`src/rtl/cic_pkg.sv`:
```
// ============================================================================
// Module   : cic_pkg
// Brief    : Shared constants, state type and index-width helper for the CIC comb.
// Revision : 1.0 - initial release
// ============================================================================
`default_nettype none

package cic_pkg;

    localparam int CIC_WIDTH    = 32;
    localparam int CIC_N_STAGES = 4;

    typedef enum logic [0:0] {
        IDLE = 1'b0,
        RUN  = 1'b1
    } comb_state_t;

    // A single-stage comb still needs a 1-bit index.
    function automatic int cic_idx_width(input int n);
        if (n <= 2) return 1;
        return $clog2(n);
    endfunction

endpackage

`default_nettype wire

```
`src/rtl/comb_delay_bank.sv`:
```
// ============================================================================
// Module   : comb_delay_bank
// Brief    : N_STAGES x WIDTH delay-line register file, one write and one read port.
// Revision : 1.0 - initial release
// ============================================================================
`default_nettype none

module comb_delay_bank #(
    parameter int WIDTH    = 32,
    parameter int N_STAGES = 4,
    parameter int IDX_W    = 2
) (
    input  logic             clock,
    input  logic             reset_n,
    input  logic             clear,
    input  logic             wr_en,
    input  logic [IDX_W-1:0] wr_idx,
    input  logic [WIDTH-1:0] wr_data,
    input  logic [IDX_W-1:0] rd_idx,
    output logic [WIDTH-1:0] rd_data
);

    logic [WIDTH-1:0] r_mem [N_STAGES];

    always_ff @(posedge clock or negedge reset_n) begin
        if (!reset_n) begin
            for (int i = 0; i < N_STAGES; i++) r_mem[i] <= '0;
        end else if (clear) begin
            for (int i = 0; i < N_STAGES; i++) r_mem[i] <= '0;
        end else if (wr_en) begin
            for (int i = 0; i < N_STAGES; i++) begin
                if (wr_idx == IDX_W'(i)) r_mem[i] <= wr_data;
            end
        end
    end

    always_comb begin
        rd_data = '0;
        for (int i = 0; i < N_STAGES; i++) begin
            if (rd_idx == IDX_W'(i)) rd_data = r_mem[i];
        end
    end

endmodule

`default_nettype wire

```
`src/rtl/cic_comb_serial.sv`:
```
// ============================================================================
// Module   : cic_comb_serial
// Brief    : Serial CIC comb chain, one shared subtractor, one stage per clock.
// Revision : 1.0 - initial release
// ============================================================================
`default_nettype none

module cic_comb_serial
    import cic_pkg::*;
#(
    parameter int WIDTH     = CIC_WIDTH,
    parameter int N_STAGES  = CIC_N_STAGES,
    parameter int OUT_WIDTH = 32
) (
    input  logic                 clock,
    input  logic                 reset_n,
    input  logic                 enable,
    input  logic                 strobe_in,
    input  logic [WIDTH-1:0]     data_in,
    output logic                 strobe_out,
    output logic [OUT_WIDTH-1:0] data_out,
    output logic                 busy,
    output logic                 overrun
);

    localparam int              c_idx_w = cic_idx_width(N_STAGES);
    localparam logic [c_idx_w-1:0] c_last = c_idx_w'(N_STAGES - 1);

    comb_state_t          r_state;
    logic [c_idx_w-1:0]   r_k;
    logic [WIDTH-1:0]     r_x;
    logic [OUT_WIDTH-1:0] r_data_out;
    logic                 r_strobe_out;
    logic [WIDTH-1:0]     w_dly;
    logic [WIDTH-1:0]     w_diff;
    logic                 w_run;

    assign w_run  = (r_state == RUN);
    assign w_diff = r_x - w_dly;

    // Stage k's current input becomes its history for the next sample.
    comb_delay_bank #(
        .WIDTH    (WIDTH),
        .N_STAGES (N_STAGES),
        .IDX_W    (c_idx_w)
    ) u_dly (
        .clock   (clock),
        .reset_n (reset_n),
        .clear   (!enable),
        .wr_en   (enable && w_run),
        .wr_idx  (r_k),
        .wr_data (r_x),
        .rd_idx  (r_k),
        .rd_data (w_dly)
    );

    always_ff @(posedge clock or negedge reset_n) begin
        if (!reset_n) begin
            r_state      <= IDLE;
            r_k          <= '0;
            r_x          <= '0;
            r_data_out   <= '0;
            r_strobe_out <= 1'b0;
        end else begin
            r_strobe_out <= 1'b0;
            if (!enable) begin
                r_state <= IDLE;
                r_k     <= '0;
                r_x     <= '0;
            end else begin
                case (r_state)
                    IDLE: begin
                        if (strobe_in) begin
                            r_x     <= data_in;
                            r_k     <= '0;
                            r_state <= RUN;
                        end
                    end
                    RUN: begin
                        r_x <= w_diff;
                        if (r_k == c_last) begin
                            r_data_out   <= w_diff[WIDTH-1 -: OUT_WIDTH];
                            r_strobe_out <= 1'b1;
                            r_k          <= '0;
                            r_state      <= IDLE;
                        end else begin
                            r_k <= r_k + c_idx_w'(1);
                        end
                    end
                    default: r_state <= IDLE;
                endcase
            end
        end
    end

    assign strobe_out = r_strobe_out;
    assign data_out   = r_data_out;
    assign busy       = w_run;
    assign overrun    = enable && strobe_in && w_run;

endmodule

`default_nettype wire

```
`config.mk`:
```
export PLATFORM = sky130hd
export DESIGN_NAME = cic_comb_serial
export DESIGN_NICKNAME = d
export VERILOG_FILES = /design/src/rtl/cic_pkg.sv /design/src/rtl/comb_delay_bank.sv /design/src/rtl/cic_comb_serial.sv
export SDC_FILE = /design/constraint.sdc
export NUM_CORES = 1
export LEC_CHECK = 0
export BUFFER_PORTS_ARGS = -buffer_cell sky130_fd_sc_hd__buf_4
export CAP_MARGIN = 30
export CORE_ASPECT_RATIO = 1.25
export CORE_MARGIN = 5
export CORE_UTILIZATION = 61
export CTS_CLUSTER_SIZE = 30
export DETAILED_ROUTE_END_ITERATION = 10
export PLACE_DENSITY = 0.8
export SETUP_SLACK_MARGIN = 0.02
export SLEW_MARGIN = 20
export SYNTH_ARGS = -nofsm -noshare
export SYNTH_HDL_FRONTEND = slang
export SYNTH_SLANG_ARGS = --single-unit
```
`constraint.sdc`:
```
create_clock -name clock -period 4.38 [get_ports clock]
set_input_delay 0.438 -clock clock [delete_from_list [all_inputs] [get_ports clock]]
set_output_delay 0.438 -clock clock [all_outputs]
set_load 0.05 [all_outputs]
```
Yosys cells after proc, flatten, opt, wreduce, memory -nomap -nowiden
Cells that the tools add are included.

cells by class
  $add $sub $neg = 2
  equal/unequal tests = 9
  muxes and demuxes = 24
  bitwise gates (word level) = 1
  reduce and logical (&&, ||, !) cells = 9

operators with widths
  cell                   number
  $mux W32               10
  $mux W128              2
  $pmux W32 S2           1
  $sub A32 B32 Y32       1
  $ne A2 B1 Y1 const B   5
  $reduce_and A2 Y1      4
  $mux W1                6
  $mux W2                3
  $eq A2 B2 Y1 const B   2
  $pmux W2 S2            1
  $logic_and A1 B1 Y1    3
  $ne A3 B3 Y1 const B   1
  $reduce_and A3 Y1      1
  $add A2 B1 Y2 const B  1
  $eq A2 B1 Y1 const B   1
  $logic_not A2 Y1       1
  $pmux W1 S2            1
  $not A1 Y1             1

word-level totals
  bits in registers = 196
  output and inout port bits = 35
  logic and storage cells = 54

Logic depth before layout (Yosys ltp)
Gate-level depths: netlist (run 1).

  word-level depth = 8
  depth in mapped cells = 21

Hierarchy
Synthesis (run 1) repeated with hierarchy kept, for this count alone.

unflattened totals
  cell total of the unflattened synthesis = 1048
  area, all modules = 11192.0 µm²

by module, submodules not included
  module           times used  cells each  area an instance (µm²)  sequential area each (µm²)
  comb_delay_bank  1           493         6439.9                  3203.1
  cic_comb_serial  1           555         4752.1                  1701.6

Worst setup path after synthesis (run 1)
No wires, ideal clock.

  path kind = register to register
  start = reg r_k[0]
  end = reg r_x[28]
  arrival = 3.459 ns
  data required time = 4.255 ns
  slack = 0.795 ns
  cell stages (with the launch flop) = 21
  path buffers = 2
  clock period less this slack = 3.585 ns
  cells stage by stage = dfrtp_1 > inv_1 > ha_1 > clkbuf_1 > clkbuf_1 > nand2_1 > nor2_1 > a21oi_1 > nor2_1 > a21oi_1 > o21ai_0 > ha_1 > fa_1 > inv_1 > a21o_2 > a221oi_4 > o211ai_2 > a41o_1 > a31oi_1 > xor2_1 > a21oi_1

on the way
  longest elaborated chain between the ends = 8
  elaborated cells on any way between the ends = 11
  those cells by class = add/sub: 1; eq/ne: 3; mux: 6; reduce/logical: 1

ends and longest elaborated chain
  what                    line                   source
  from (decl)             cic_comb_serial.sv:30  logic [c_idx_w-1:0] r_k;
  from (signal assigned)  cic_comb_serial.sv:87  r_k <= r_k + c_idx_w'(1);
  $logic_not A2 Y1        comb_delay_bank.sv:40  if (rd_idx == IDX_W'(i)) rd_data = r_mem[i];
  $mux W32 (3 in series)  comb_delay_bank.sv:40
  $mux W32 *              comb_delay_bank.sv:40
  $sub A32 B32 Y32 *      cic_comb_serial.sv:39  assign w_diff = r_x - w_dly;
  $pmux W32 S2 *          cic_comb_serial.sv:71  case (r_state)
  $mux W32 *              cic_comb_serial.sv:66  if (!enable) begin
  to (signal assigned)    cic_comb_serial.sv:74  r_x <= data_in;
  to (signal assigned)    cic_comb_serial.sv:80  r_x <= w_diff;
  to (decl)               cic_comb_serial.sv:31  logic [WIDTH-1:0] r_x;

Mark *: on every way between the ends. The rest lies on a longest branch, timed or not.
A chain may end at the register's enable or synchronous reset.

Final worst setup path (run 1)
  start = reg r_k[0]
  end = reg r_x[23]

Same word-level chain as after synthesis.

==> metrics.txt, run 1 <==
worst-margin pin slew=around 0.82 ns; Cell Int Power=around 0.0033 W; sequential element share of the synthesized area=44.30%; total power divided by cell area=between 400 and 500 nW/um^2; predominant post-synthesis flop cell=dfrtp_1; initial cell density of the core=61.64%; leakage=~5.6 nW; PortBufs=70; remaining number of nets flagged by the antenna check after routing=0; CTS Hold Buffers Added=0; type of the worst setup path=register to register; syn_area_per_cell=8.330 sq um; share of total power in the clock network=32.0%; count of buffering cells on the critical path with inverters included=3; maximum vdd drop=0.2929 mV; top-area cell type share of the netlist area=44.30%; post-route core utilization=a little under 70%; number of placement rows=between 50 and 60; clock input transition at the sequential cells of the worst setup and hold paths=0.08 ns; cell type with the highest occurrence count on the critical path=a21oi_1; number of vias per cell after detailed routing=approximately 6; power dissipated by switching net loads=0.001808 W; CTS Root Cell=clkbuf_16; synth top area cells=dfrtp_1 (44%), nand2_1 (13%), a21boi_0 (8.7%), a21oi_1 (6.3%), ha_1 (4.1%); switching share of power=35.40%; Die Span X=130.5 um; Slew headroom=45.19%; crit path time final=about 4.1 ns; worst path cell trace=inv_1 -> ha_1 -> buf_4 -> nand2_1 -> nor2_1 -> a21oi_1 -> nor2_1 -> a21oi_1 -> nor2_1 -> a21oi_1 -> ha_1 -> a21oi_1 -> inv_1 -> o31ai_2 -> o311ai_2 -> a21oi_2 -> o21ai_0 -> xnor2_1 -> a21oi_1; TritonCTS clock tree=yes; total of fill cells in the finished design=1446; Critical Path Max Stage Delay=0.43 ns; outcome=completed; Bufs on Longest Clock Path=2; flop and latch count out of synthesis=196; clock net sink count=196; sequential cell fraction of total power=39.6%; number of max-cap violations=0; weighted congestion reported at the end of routability-driven placement=0.9368; cell type of the slowest stage on the worst timing path=dfrtp_1; vias in the first global route=9472; kind of path behind the tightest hold check=primary input to asynchronous set/reset pin; setup violators final=0; Setup TNS Final=0 ns; ys async rst share=between 90% and 100%; synthesized area=11070 sq um; biggest area consumer among synthesized cells=dfrtp_1; Post CTS Setup Buffer Count=0; number of pins exceeding their max-slew limit in the final report=0; crit start category=register; Resize count post-CTS=0; number of antenna repair diodes=0; Crit path max-delay family=compound AO/OA/AOI/OAI gates; DRC violation total after the first TritonRoute iteration=861; fraction of power consumed by combinational cells=between 20% and 30%; number of instances in the synthesized netlist=1329; maximum clock frequency=0.2451 GHz; Total Power=0.005106 W; syn nets=1402; required time of the critical path=between 4 and 5 ns; GRT Util Overall=29.03%; unrepaired setup endpoints after global routing=no; remaining design rule violation count=0; relative area change from synthesis to final layout=11.69%; worst hold slack after final layout=0.05163 ns; Yosys Warn Count=0; arrival time of the worst setup path=4.38 ns; total clock buffers created by CTS=17; critical path endpoint category=register; wire length of the first global-routing pass=around 49000 um; Worst-Skew Late Latency=0.44 ns; crit share post-route=between 90 and 100%; post-synthesis cell type count=58; biggest fanout along the worst timing path=11; dpl cells=approximately 1600; largest net degree at the start of global routing=99; final-report hold violation count=0; HPWL after DPL=19790 um; detail-routed net length per standard cell=18.52 um; first drt pass iteration count=5; I/O pin count=71; number of nets in the layout=about 1400; Finished Layout Cells=1592; die outline area=approximately 21000 sq um; Final Skew=between 0.008 and 0.009 ns; count of flip-flops with a built-in enable after synthesis=0; fraction of layout cells with a size suffix above 1=12.32%; die height=160.6 um; Congestion Overflow GR=0; final routed wirelength across all metal layers=29480 um; via count=9586; Placeable Area=around 18000 sq um; total number of H-tree levels=4; number of antenna violations at the first check in global routing=0
[per-layer routing]
| metal | vias to the layer above | GRT usage, % | part of all wire [%] |
|---|---|---|---|
| met5 | - | 0 | 0 |
| met2 | 339 | 46.45 | 48 |
| met4 | 0 | 9.495 | 2.4 |
| met1 | 4660 | 40.45 | 43 |
| met3 | 57 | 4.558 | 6.3 |
| li1 | 4530 | - | - |
[final cells by class]
type                            instances  area [sq um]  area share (%)
Sequential cell                       196          4906           39.68
Multi-Input combinational cell       1025          5725           46.31
Timing Repair Buffer                   97         779.5           6.304
Clock inverter                         15         190.2           1.538
Tap cell                              228         285.3           2.307
Clock buffer                           17         425.4           3.441
Inverter                               14         52.55          0.4250
[power groups by stage]
stage	Combinational, W	Clock (W)	Sequential, W
2_1_floorplan	0.000976	0	0.00207
3_3_place_gp	0.00141	0	0.00205
3_5_place_dp	0.00142	0	0.00206
4_1_cts	0.00143	0.00166	0.00202
5_1_grt	0.00159	0.00174	0.00204
6_report	0.00145	0.00163	0.00202
[per-stage QoR]
step / instance area, sq um / setup slack [ns]
2_1_floorplan: 11070 / 0.7954
3_3_place_gp: 11720 / 0.4731
3_5_place_dp: 11750 / 0.4621
4_1_cts: 12360 / 0.4099
5_1_grt: 12360 / 0.02078
6_report: 12360 / 0.2998
[cells in the final DEF (no fill, tap or decap), drive strengths merged, types with 5 or more instances in the layout]
master | netlist | routed
a21o | 14 | 14
clkbuf | 87 | 18
clkinv | 0 | 5
o211a | 10 | 10
mux2i | 6 | 6
inv | 14 | 22
a21boi | 129 | 129
a21oi | 142 | 142
a32o | 5 | 5
ha | 36 | 36
dfrtp | 196 | 196
nand3 | 7 | 7
o22ai | 5 | 5
o21ai | 67 | 67
o211ai | 7 | 7
xnor2 | 18 | 18
nand2 | 370 | 370
buf | 6 | 96
mux2 | 18 | 18
o21a | 5 | 5
and2 | 7 | 7
nor2 | 119 | 119
xor2 | 13 | 13
nor3 | 5 | 5
nor2b | 5 | 5
[logic make-up (layout without fill, tap and decap cells)]
family,after synthesis,count (layout),share of synthesized area [%]
AOI/OAI and AO/OA,410,410,24.08
xor gates and xnor gates,31,31,2.453
adders and majority gates,37,37,4.250
buffers and inverters,108,143,4.080
DFF,196,196,44.30
muxes,24,24,2.373
and+or+nand+nor,523,523,18.46
[cells in the mapped netlist, drive strengths merged, types with 10 or more instances]
master,number
nand2,370
dfrtp,196
a21oi,142
a21boi,129
nor2,119
clkbuf,87
o21ai,67
ha,36
mux2,18
xnor2,18
a21o,14
inv,14
xor2,13
o211a,10
[path summary, 6_finish.rpt]
check / depth (start not counted) / start / slack, ns / endpoint
setup / recovery: 19 / r_k[0]$_DFFE_PN0P_ / 0.30 / r_x[23]$_DFFE_PN0P_
hold / removal: 1 / reset_n / 0.05 / u_dly.r_mem[66]$_DFFE_PN0P_
setup reg to reg: 19 / r_k[0]$_DFFE_PN0P_ / 0.30 / r_x[23]$_DFFE_PN0P_
hold reg to reg: 2 / data_out[10]$_DFFE_PN0P_ / 0.48 / data_out[10]$_DFFE_PN0P_
max in group asynchronous: 2 / reset_n / 3.27 / u_dly.r_mem[114]$_DFFE_PN0P_
min in group clock: 3 / data_in[26] / 0.28 / r_x[26]$_DFFE_PN0P_
[sequential cells by signal (all words and copies together) (netlist names)]
register and cells:
u_dly.r_mem 128, busy 1, r_x 32, strobe_out 1
data_out 32, r_k 2
(Power assumes the default switching activity.)
==> run 2: changes to the inputs <==
==> constraint.sdc (replaced) <==
create_clock -name clock -period 4.38 [get_ports clock]
set_input_delay 0.219 -clock clock [delete_from_list [all_inputs] [get_ports clock]]
set_output_delay 0.219 -clock clock [all_outputs]
set_load 0.05 [all_outputs]
==> metrics.txt, run 2 (synthesized netlist as in run 1, its figures left out) <==
total clock buffers created by CTS=17 (unchanged); crit path time final=3.954 ns (-0.1265 ns); die height=160.6 um (unchanged); total power divided by cell area=406.1 nW/um^2 (-1.7%); remaining number of nets flagged by the antenna check after routing=0 (unchanged); PortBufs=70 (unchanged); arrival time of the worst setup path=4.25 ns (-0.13 ns); power dissipated by switching net loads=0.001761 W (-2.6%); CTS Hold Buffers Added=1 (+1); final routed wirelength across all metal layers=29690 um (+0.72%); Worst-Skew Late Latency=0.44 ns (about the same); dpl cells=1552 (-0.51%); Congestion Overflow GR=0 (unchanged); number of pins exceeding their max-slew limit in the final report=0 (unchanged); Setup TNS Final=0 ns (unchanged); critical path endpoint category=register; number of placement rows=55 (unchanged); maximum vdd drop=0.2845 mV (-2.9%); GRT Util Overall=29.04% (about the same); unrepaired setup endpoints after global routing=no; I/O pin count=71 (unchanged); number of nets in the layout=1418 (-0.42%); worst-margin pin slew=0.8794 ns (+0.05719 ns); Die Span X=130.5 um (unchanged); TritonCTS clock tree=yes; Bufs on Longest Clock Path=2 (unchanged); Total Power=0.004995 W (-2.2%); flip-flop count of the largest register, all copies and words added=128 (unchanged); crit share post-route=90.27% (-2.9 points); most frequent standard cell in the layout excluding fill and tap cells=nand2_1; wire length of the first global-routing pass=48470 um (-0.52%); sequential cell fraction of total power=40.5% (+0.9 points); first drt pass iteration count=5 (unchanged); biggest fanout along the worst timing path=37 (+26); commonest non-fill, non-tap cells in the layout=nand2_1 (369), dfrtp_1 (195), a21oi_1 (139), a21boi_0 (129), nor2_1 (119); leakage=5.531 nW (-0.85%); number of vias per cell after detailed routing=6.102 (+1.3%); number of antenna violations at the first check in global routing=0 (unchanged); initial cell density of the core=61.64% (unchanged); outcome=completed; Placeable Area=17960 sq um (unchanged); total number of H-tree levels=4 (unchanged); switching share of power=35.26% (-0.14 points); Cell Int Power=0.003234 W (-2.0%); DRC violation total after the first TritonRoute iteration=771 (-10%); clock net sink count=196 (unchanged); share of total power in the clock network=30.6% (-1.4 points); weighted congestion reported at the end of routability-driven placement=0.9201 (-1.8%); final-report hold violation count=0 (unchanged); die outline area=20960 sq um (unchanged); relative area change from synthesis to final layout=11.09%; remaining design rule violation count=0 (unchanged); required time of the critical path=4.68 ns (about the same); largest net degree at the start of global routing=115 (+16%); via count=9678 (+0.96%); Reg with most FFs=u_dly.r_mem; vias in the first global route=9664 (+2.0%); Slew headroom=41.38% (-3.8 points); Post CTS Setup Buffer Count=0 (unchanged); number of max-cap violations=0 (unchanged); fraction of power consumed by combinational cells=28.9% (+0.5 points); Final Skew=0.01034 ns (+0.001431 ns); HPWL after DPL=19240 um (-2.8%); Resize count post-CTS=0 (unchanged); type of the worst setup path=register to register; crit start category=register; number of antenna repair diodes=0 (unchanged); CTS Root Cell=clkbuf_16; Finished Layout Cells=1586 (-0.38%); detail-routed net length per standard cell=18.72 um (+1.1%); fraction of layout cells with a size suffix above 1=11.78% (-0.53 points); maximum clock frequency=0.2529 GHz (+3.2%); clock input transition at the sequential cells of the worst setup and hold paths=0.07 ns (about the same); kind of path behind the tightest hold check=primary input to register; setup violators final=0 (unchanged)
[run 2: changes by cell type in the layout (fill, tap and decap cells not counted), sizes merged, moves of 2 or more]
cell,previous run,this run
clkinvlp,0,2
buf,96,89
clkbuf,18,20
inv,22,18
[run 2: final timing paths]
check	from	endpoint	slack, ns	cells past startpoint
setup reg to reg	r_k[1]$_DFFE_PN0P_	r_x[23]$_DFFE_PN0P_	0.43	18
max in group asynchronous	reset_n	busy$_DFF_PN0_	3.43	3
hold reg to reg	data_out[11]$_DFFE_PN0P_	data_out[11]$_DFFE_PN0P_	0.48	2
hold / removal	data_in[26]	r_x[26]$_DFFE_PN0P_	0.06	3
min in group asynchronous	reset_n	data_out[1]$_DFFE_PN0P_	0.22	2
setup / recovery	r_k[1]$_DFFE_PN0P_	r_x[23]$_DFFE_PN0P_	0.43	18
[run 2: per-layer routing]
layer | up-vias | wire, um | track usage (%)
met5 | - | 0 | 0
met4 | 0 | 998 | 12.39
met3 | 77 | 1993 | 3.659
met2 | 371 | 14550 | 47.58
met1 | 4709 | 12150 | 38.68
li1 | 4521 | - | -
[run 2: final cells by class]
cell class / count / area (sq um)
clock inverter: 13 / 123.9
sequential: 196 / 4906
inverter: 14 / 52.55
fill: 1474 / 5663
clock buffer: 19 / 442.9
multi-input combinational: 1025 / 5725
timing repair buffer: 91 / 762.0
tap: 228 / 285.3
[run 2: metrics by stage]
stage | setup slack, ns | hold slack (ns) | utilization [%] | instance area [sq um]
finish | 0.4263 | 0.06108 | 68.47 | 12300
global route | 0.1925 | 0.09159 | 68.47 | 12300
CTS | 0.4994 | 0.05464 | 68.32 | 12270
detailed placement | 0.5374 | 0.4155 | 65.11 | 11690
global placement | 0.6449 | 0.4083 | 64.99 | 11670
floorplan | 0.7954 | -0.07659 | - | 11070
[run 2: power groups by stage]
stage	sequential [W]	combinational (W)	clock, W
2_1_floorplan	0.00207	0.000976	0
3_3_place_gp	0.00205	0.00139	0
3_5_place_dp	0.00205	0.00141	0
4_1_cts	0.00202	0.00142	0.00155
5_1_grt	0.00203	0.00158	0.00163
6_report	0.00202	0.00144	0.00153
[run 2: worst max-delay path: stages, from the launching register on]
cell,delay [ns]
dfrtp_1,0.41
inv_1,0.10
ha_2,0.33
buf_12,0.23
nor2_1,0.07
a21oi_1,0.13
nor2_1,0.05
a21oi_1,0.12
nor2_1,0.05
a21oi_1,0.18
ha_1,0.34
a21oi_1,0.25
inv_1,0.08
o31ai_2,0.38
o311ai_2,0.17
a21oi_2,0.42
o21ai_0,0.17
xnor2_1,0.21
a21oi_1,0.09
==> run 3: changes to the inputs <==
CAP_MARGIN = 20   (was 30)
CORE_MARGIN = 2   (was 5)
CTS_BUF_LIST = sky130_fd_sc_hd__clkbuf_4 sky130_fd_sc_hd__clkbuf_8 sky130_fd_sc_hd__clkbuf_16   (was not set)
==> metrics.txt, run 3 (synthesized netlist as in run 1, its figures left out) <==
outcome=completed; Final Cell Area=12250 sq um (-0.37%); unrepaired setup endpoints after global routing=no; Worst Hold Launch=data_in[29]; flip-flop count of the largest register, all copies and words added=128 (unchanged); clock input transition at the sequential cells of the worst setup and hold paths=0.08 ns (about the same); worst-margin pin slew=1.051 ns (+0.1718 ns); via count=9688 (+0.10%); crit path time final=3.963 ns (+0.009331 ns); remaining design rule violation count=0 (unchanged); initial cell density of the core=61.64% (unchanged); wire length of the first global-routing pass=49250 um (+1.6%); Crit. Startpoint=r_k[1]$_DFFE_PN0P_; type of the worst setup path=register to register; Slew headroom=29.68% (-12 points); die outline area=19250 sq um (-8.2%); number of vias per cell after detailed routing=6.120 (+0.29%); CTS Root Cell=clkbuf_16; detail-routed net length per standard cell=19.04 um (+1.7%); setup violators final=0 (unchanged); total number of H-tree levels=4 (unchanged); depth of the most critical reg-to-reg path=18 (unchanged); Worst-Skew Late Latency=0.44 ns (about the same); first drt pass iteration count=5 (unchanged); crit share post-route=90.48% (+0.21 points); fraction of layout cells with a size suffix above 1=12.03% (+0.25 points); crit start category=register; total power divided by cell area=408.4 nW/um^2 (+0.55%); GRT Util Overall=31.94% (+2.9 points); TritonCTS clock tree=yes; Final Skew=0.01480 ns (+0.004462 ns); Bufs on Longest Clock Path=2 (unchanged); maximum clock frequency=0.2523 GHz (-0.24%); clock net sink count=196 (unchanged); number of antenna repair diodes=0 (unchanged); leakage=5.508 nW (-0.41%); die height=154.6 um (-3.7%); placed instance area=11680 sq um (about the same); number of nets in the layout=1416 (-0.14%); biggest fanout along the worst timing path=19 (-49%); largest net degree at the start of global routing=104 (-9.6%); remaining number of nets flagged by the antenna check after routing=0 (unchanged); Hold Path Cell Cnt=3 (unchanged); maximum vdd drop=0.2646 mV (-7.0%); number of placement rows=55 (unchanged); total of fill cells in the finished design=1453 (-1.4%); critical path endpoint category=register; Reg with most FFs=u_dly.r_mem; number of max-cap violations=0 (unchanged); weighted congestion reported at the end of routability-driven placement=0.9459 (+2.8%); arrival time of the worst setup path=4.24 ns (about the same); number of pins exceeding their max-slew limit in the final report=0 (unchanged); total clock buffers created by CTS=17 (unchanged); Die Span X=124.5 um (-4.6%); required time of the critical path=4.66 ns (-0.02 ns); HPWL after DPL=19100 um (-0.74%); number of antenna violations at the first check in global routing=0 (unchanged); Setup TNS Final=0 ns (unchanged); DRC violation total after the first TritonRoute iteration=983 (+27%); vias in the first global route=9381 (-2.9%); Congestion Overflow GR=0 (unchanged); FF-to-FF Start=r_k[1]$_DFFE_PN0P_; Placeable Area=17960 sq um (unchanged); final routed wirelength across all metal layers=30150 um (+1.5%); final-report hold violation count=0 (unchanged); kind of path behind the tightest hold check=primary input to register; Post CTS Setup Buffer Count=0 (unchanged); I/O pin count=71 (unchanged); most frequent standard cell in the layout excluding fill and tap cells=nand2_1; commonest non-fill, non-tap cells in the layout=nand2_1 (366), dfrtp_1 (195), a21oi_1 (139), a21boi_0 (129), nor2_1 (119); PortBufs=70 (unchanged); relative area change from synthesis to final layout=10.68%
run 3: cell types whose count changed in the layout (fill, tap and decap cells not counted), sizes merged:
cell and change:
buf -2, bufinv -1, clkbuf -1, clkinv -1
inv +2
run 3: worst paths after layout:
check | end | slack [ns]
setup / recovery | data_out[23]$_DFFE_PN0P_ | 0.42
hold / removal | r_x[29]$_DFFE_PN0P_ | 0.07
setup reg to reg | data_out[23]$_DFFE_PN0P_ | 0.42
hold reg to reg | data_out[5]$_DFFE_PN0P_ | 0.48
max in group asynchronous | r_x[15]$_DFFE_PN0P_ | 2.94
min in group asynchronous | r_x[2]$_DFFE_PN0P_ | 0.44
run 3: layer usage:
metal  vias up  track usage (%)  wire (um)
met5         -                0          0
li1       4514                -          -
met3        82            5.119       2024
met4         0            11.13        888
met1      4659            43.57      12820
met2       433            52.35      14410
run 3: critical path, stage by stage, from the launching register on:
cell,delay (ns)
dfrtp_1,0.41
inv_1,0.11
ha_2,0.38
buf_12,0.20
nor2_1,0.05
a21oi_1,0.13
nor2_1,0.05
a21oi_1,0.11
nor2_1,0.05
a21oi_1,0.14
ha_1,0.33
a21oi_1,0.25
inv_1,0.09
o31ai_2,0.41
o311ai_2,0.18
a21oi_2,0.37
o21ai_0,0.16
xnor2_1,0.27
o21ai_0,0.13
run 3: timing repair:
action,in CTS,in global routing
hold buffers,1,0
hold endpoints to repair,102,0
endpoints found under the setup margin,0,1
gates resized for setup,0,1
run 3: through the flow:
stage / utilization [%] / setup slack [ns] / hold WS (ns) / total power, W / std cells
2_1_floorplan: - / 0.7954 / -0.07659 / 0.003047 / 1329
3_3_place_gp: 65.04 / 0.4913 / 0.3744 / 0.003479 / 1551
3_5_place_dp: 65.04 / 0.4742 / 0.3850 / 0.003493 / 1551
4_1_cts: 68.19 / 0.4435 / 0.05053 / 0.004990 / 1583
5_1_grt: 68.22 / 0.08289 / 0.05576 / 0.005236 / 1583
6_report: 68.22 / 0.4170 / 0.06550 / 0.005004 / 1583
run 3: report_power, final:
group | switching (W) | leakage, nW | internal [W] | total [W]
combinational | 0.000945 | 2.55 | 0.000532 | 0.00148
sequential | 0.000126 | 2.69 | 0.00190 | 0.00202
clock | 0.000746 | 0.269 | 0.000759 | 0.00150
run 3: area by class of cell:
type | instances | area [sq um] | area share (%)
sequential | 196 | 4906 | 40.04
timing repair buffer | 89 | 714.4 | 5.831
multi-input combinational | 1025 | 5741 | 46.85
clock inverter | 13 | 115.1 | 0.9394
tap | 228 | 285.3 | 2.328
clock buffer | 18 | 439.2 | 3.584
inverter | 14 | 52.55 | 0.4289
